`src/rtl/fifo_rd_stream.sv`:
```
// -----------------------------------------------------------------------------
// fifo_rd_stream
//
// Read-side consumer for a FIFO with 1-cycle read latency. Owns the FIFO read
// port and re-presents the data as a first-word-fall-through valid/ready
// stream. A small circular skid buffer absorbs the read latency, so dout_ready
// never reaches rd combinationally and a steady stream moves 1 word/cycle.
//
// Parameters:
//   DW         data width (matches the FIFO word width)
//   BUF_DEPTH  skid buffer entries, 2..4 (3 or more for full throughput)
//   WCNT_W     width of the delivered-word counter (optional feature)
//
// Ports:
//   rdclk       block clock (FIFO read clock)
//   rst         asynchronous reset, active-high
//   empty       FIFO empty flag
//   q           FIFO read data, valid the cycle after rd
//   rd          FIFO read strobe
//   flush       synchronous flush of buffered and in-flight words
//   dout        stream data (buffer head)
//   dout_valid  stream valid
//   dout_ready  stream ready from downstream
//   occ         skid buffer occupancy, 0..BUF_DEPTH
//   wcnt        delivered-word counter (only with FIFO_RD_STREAM_WCNT_EN)
//
// Optional feature macro: FIFO_RD_STREAM_WCNT_EN adds the wcnt output, a
// free-running count of dout handshakes that wraps and survives flush.
// -----------------------------------------------------------------------------
module fifo_rd_stream #(
    parameter int DW        = 8,
    parameter int BUF_DEPTH = 3,
    parameter int WCNT_W    = 16
) (
    input  logic              rdclk,
    input  logic              rst,
    input  logic              empty,
    input  logic [DW-1:0]     q,
    output logic              rd,
    input  logic              flush,
    output logic [DW-1:0]     dout,
    output logic              dout_valid,
    input  logic              dout_ready,
    output logic [2:0]        occ
`ifdef FIFO_RD_STREAM_WCNT_EN
   ,output logic [WCNT_W-1:0] wcnt
`endif
);

    localparam int PW = (BUF_DEPTH > 1) ? $clog2(BUF_DEPTH) : 1;

    // Elaboration-time guard on the configuration.
    if (BUF_DEPTH < 2 || BUF_DEPTH > 4 || WCNT_W < 1) begin : g_bad_cfg
        $error("fifo_rd_stream: BUF_DEPTH must be 2..4 and WCNT_W >= 1");
    end

    logic [DW-1:0] mem_q [BUF_DEPTH];
    logic [DW-1:0] mem_d [BUF_DEPTH];
    logic [PW-1:0] head_q, head_d;
    logic [PW-1:0] tail_q, tail_d;
    logic [2:0]    occ_q, occ_d;
    logic          inflight_q, inflight_d;
    logic          capture, pop;

    // Circular increment; explicit wrap so non-power-of-2 depths work.
    function automatic logic [PW-1:0] ptr_inc(input logic [PW-1:0] p);
        return (p == PW'(BUF_DEPTH - 1)) ? '0 : p + PW'(1);
    endfunction

    // Issue only when the word landing next cycle is guaranteed a slot:
    // buffered words plus the one already in flight must leave room.
    always_comb begin
        rd = !rst && !empty && !flush &&
             (({1'b0, occ_q} + {3'b000, inflight_q}) < 4'(BUF_DEPTH));
        inflight_d = rd;
    end

    assign dout_valid = (occ_q != 3'd0);
    assign dout       = mem_q[head_q];
    assign occ        = occ_q;

    always_comb begin
        capture = inflight_q && !flush;
        pop     = dout_valid && dout_ready && !flush;
        mem_d   = mem_q;
        head_d  = head_q;
        tail_d  = tail_q;
        occ_d   = occ_q;
        if (flush) begin
            // An in-flight word landing now is dropped with the rest.
            head_d = '0;
            tail_d = '0;
            occ_d  = '0;
        end else begin
            if (capture) begin
                mem_d[tail_q] = q;
                tail_d        = ptr_inc(tail_q);
            end
            if (pop) begin
                head_d = ptr_inc(head_q);
            end
            occ_d = occ_q + {2'b00, capture} - {2'b00, pop};
        end
    end

    always_ff @(posedge rdclk or posedge rst) begin
        if (rst) begin
            for (int i = 0; i < BUF_DEPTH; i++) mem_q[i] <= '0;
            head_q     <= '0;
            tail_q     <= '0;
            occ_q      <= '0;
            inflight_q <= 1'b0;
        end else begin
            mem_q      <= mem_d;
            head_q     <= head_d;
            tail_q     <= tail_d;
            occ_q      <= occ_d;
            inflight_q <= inflight_d;
        end
    end

`ifdef FIFO_RD_STREAM_WCNT_EN
    logic [WCNT_W-1:0] wcnt_q, wcnt_d;

    // Counts every handshake seen downstream, including one coinciding
    // with a flush; flush itself leaves the count alone.
    always_comb begin
        wcnt_d = wcnt_q;
        if (dout_valid && dout_ready) wcnt_d = wcnt_q + WCNT_W'(1);
    end

    always_ff @(posedge rdclk or posedge rst) begin
        if (rst) wcnt_q <= '0;
        else     wcnt_q <= wcnt_d;
    end

    assign wcnt = wcnt_q;
`else
    // Delivered-word counter not built in this configuration.
`endif

endmodule

```
`config.mk`:
```
export PLATFORM = sky130hd
export DESIGN_NAME = fifo_rd_stream
export DESIGN_NICKNAME = d
export VERILOG_FILES = /design/src/rtl/fifo_rd_stream.sv
export SDC_FILE = /design/constraint.sdc
export NUM_CORES = 1
export LEC_CHECK = 0
export CAP_MARGIN = 20
export CORE_UTILIZATION = 46
export DETAILED_ROUTE_END_ITERATION = 16
export HOLD_SLACK_MARGIN = 0.08
export PLACE_DENSITY_LB_ADDON = 0.25
export SLEW_MARGIN = 20
export SYNTH_ARGS = -nofsm -noshare
export SYNTH_HDL_FRONTEND = slang
export SYNTH_SLANG_ARGS = --single-unit
```
`constraint.sdc`:
```
create_clock -name rdclk -period 3.56 [get_ports rdclk]
set_input_delay 0.712 -clock rdclk [delete_from_list [all_inputs] [get_ports rdclk]]
set_output_delay 0.712 -clock rdclk [all_outputs]
set_load 0.01 [all_outputs]
```
==> results.ini <==
[flow_run]
maxCapViolCount=0

[sta]
tightest_slew_ns=0.7695
slew_violations=0
fin_ws_ns=0.6260
period_needed_ns=2.934
rsz0062_at_grt=no
hold_violations=0
maxClockFrequency_ghz=0.3408
relSlewSlack_pct=48.70
fin_crit_sh_pct=82.42
setup_tns_ns=0
setup_viol=0
finClkSkew_ns=0.003783

[detailed_routing]
wl_mm=2.860
drtIter0Drc=25
dr.pass1.iters=4
vias=1042
drc=0
drt-wirelength-per-cell_um=14.74
via_per_inst=5.371
ant_nets=0

[cts]
postCtsHoldBufs=0
cts_root_buf=clkbuf_4
cts_buffers=5
cts_tree=yes
cts_setup_buffers=0
htreeDepth=2
path_clk_slew_ns=0.09
clock_path_buffers=2
post_cts_resized=0
insertion_delay_ns=0.33
cts.sinks=32

[setup_path]
crit_family=buffers and inverters
rr_startpoint=occ[2]
crit_path_end_kind=primary output
worstPathArrival_ns=2.22
crit_buf_inv=1
crit_top_cell=ha_1
worst_r2r_path_depth=9
cp_cell_sequence=ha_1 -> ha_1 -> a22oi_1 -> and3_1 -> clkdlybuf4s50_1
startpoint=inflight_q
required_ns=2.85
crit_slowest_cell=clkdlybuf4s50_1
worst_r2r_endpoint=occ[2]
endpoint=rd
critPathMaxStageDelay_ns=0.54
critical_path_peak_fanout=9
crit_cells=5
critical_path_class=register to primary output
regToRegSetupSlack_ns=1.43
startpoint_type=register

[yosys]
syn_area_per_cell_um2=12.81
synth_cell_type_count=27
yosys_warnings=0
syn_area_um2=1575
ys_seq_elements=32
seq_area_frac_synth_pct=50.83
syn_inst=123
synth_fp_nets=142

[place]
gp_congestion=0.6718
detailed_place_hpwl_mm=1.995
io_buffers=25
dp.cells=187
dp_slack_ns=0.7971

[layout]
area_growth_pct=22.40
nets=169
drive_above_1_share_pct=26.00
insertedDiodeCount=0
instances_no_fill=194

[floorplanning]
ios=26
dieHeight_um=60.52
die_x_um=60.52
dieArea_um2=3663
start_util_pct=49.96
fp-row-count=20
core_area_um2=3153

[global_routing]
grt_pass1_vias=1079
track_usage_pct=18.78
antenna_found_initial=0
overflow=0
grt_pass1_wl_mm=4.816
grt_max_degree=33

[worst_hold_path]
hold_path.class=register to register

[power]
power.total_mw=1.143
power_per_cell_area_nw_per_um2=592.9
ir_worst_vdd_mv=0.3123
p_leak_nw=0.8409

[run_status]
status=finished clean

## worst min-delay path by stage
stage / slack [ns] / to / from / cells after the start
2_1_floorplan: 0.48 / mem_q[16] / mem_q[16] / 1
6_report: 0.51 / mem_q[19] / mem_q[19] / 1
3_3_place_gp: 0.49 / mem_q[22] / mem_q[22] / 1
5_1_grt: 0.53 / mem_q[18] / mem_q[18] / 1
4_1_cts: 0.52 / mem_q[19] / mem_q[19] / 1
3_5_place_dp: 0.49 / mem_q[21] / mem_q[21] / 1
## area by class of cell
cell class	count	area, um2
Fill cell	285	1225
Sequential cell	32	800.8
Multi-Input combinational cell	81	730.7
Timing Repair Buffer	27	265.3
Clock buffer	7	65.06
Tap cell	44	55.05
Inverter	3	11.26
## metrics by stage
stage                     instance area, um2  hold WS (ns)  utilization, %
after floorplan                         1575        0.4800               -
after global placement                  1863        0.4883           59.09
after detailed placement                1863        0.4947           59.09
after CTS                               1928        0.5164           61.15
after global routing                    1928        0.5278           61.15
final                                   1928        0.5124           61.15
## cell usage in the layout (no fill, tap or decap)
master           netlist  final
buf_4                  0      2
dfrtp_1               32     32
a21oi_1                2      2
nand2_1                7      7
or2b_1                 2      2
mux2_2                25     25
mux2i_1                9      9
o21ai_0                1      1
fa_1                   1      1
inv_1                  3      3
o22ai_1                7      7
nor4b_4                1      1
clkbuf_8               0      2
nor2b_1                3      3
nor3_1                 2      2
and4bb_2               2      2
and3_1                 1      1
nor2_1                 2      2
xnor2_1                2      2
or3_1                  1      1
o31a_1                 1      1
nand2b_1               2      2
clkbuf_4               0      5
nand3b_1               2      2
or3b_2                 2      2
ha_1                   5      5
clkdlybuf4s50_1        0     25
a22oi_1                1      1
## report_power, final
| group | total (mW) | internal [mW] | switching (mW) |
|---|---|---|---|
| Combinational | 0.407 | 0.258 | 0.148 |
| Clock | 0.225 | 0.112 | 0.114 |
| Sequential | 0.511 | 0.439 | 0.0724 |
| Total | 1.14 | 0.809 | 0.334 |
## cell usage after synthesis, drive strengths merged
master,number,area (um2)
nor4b,1,23.77
nor3,2,10.01
a22oi,1,7.510
nand2b,2,12.51
fa,1,20.02
inv,3,11.26
or2b,2,15.01
nand3b,2,15.01
nor2,2,7.510
dfrtp,32,800.8
and4bb,2,25.02
o22ai,7,43.79
ha,5,62.56
o31a,1,8.760
or3,1,6.260
nand2,7,26.28
clkbuf,1,3.750
mux2,25,281.5
nor2b,3,18.77
xnor2,2,17.52
o21ai,1,5.000
mux2i,9,90.09
a21oi,2,10.01
buf,6,28.77
or3b,2,17.52
and3,1,6.260
## state kept, by name, summed over array words and instances, names as in the netlist
| register | count |
|---|---|
| mem_q | 24 |
| head_q | 2 |
| inflight_q | 1 |
| occ | 3 |
| tail_q | 2 |
## cell families (layout without fill, tap and decap cells)
group	count (synthesis)	count (layout)	share of synthesized area [%]
xor+xnor	2	2	1.112
flops	32	32	50.83
buf+inv	10	37	2.779
fa+ha+maj	6	6	5.242
mux	34	34	23.59
compound gates	12	12	4.766
simple gates	27	27	11.68
## routing by layer
layer	up-vias	part of all wire, %	GRT usage, %
met5	-	0	0
met4	0	2.0	9.740
met3	8	3.5	4.904
met2	16	50	30.93
met1	526	45	22.73
li1	492	-	-
Power figures use the tool's default switching activity.
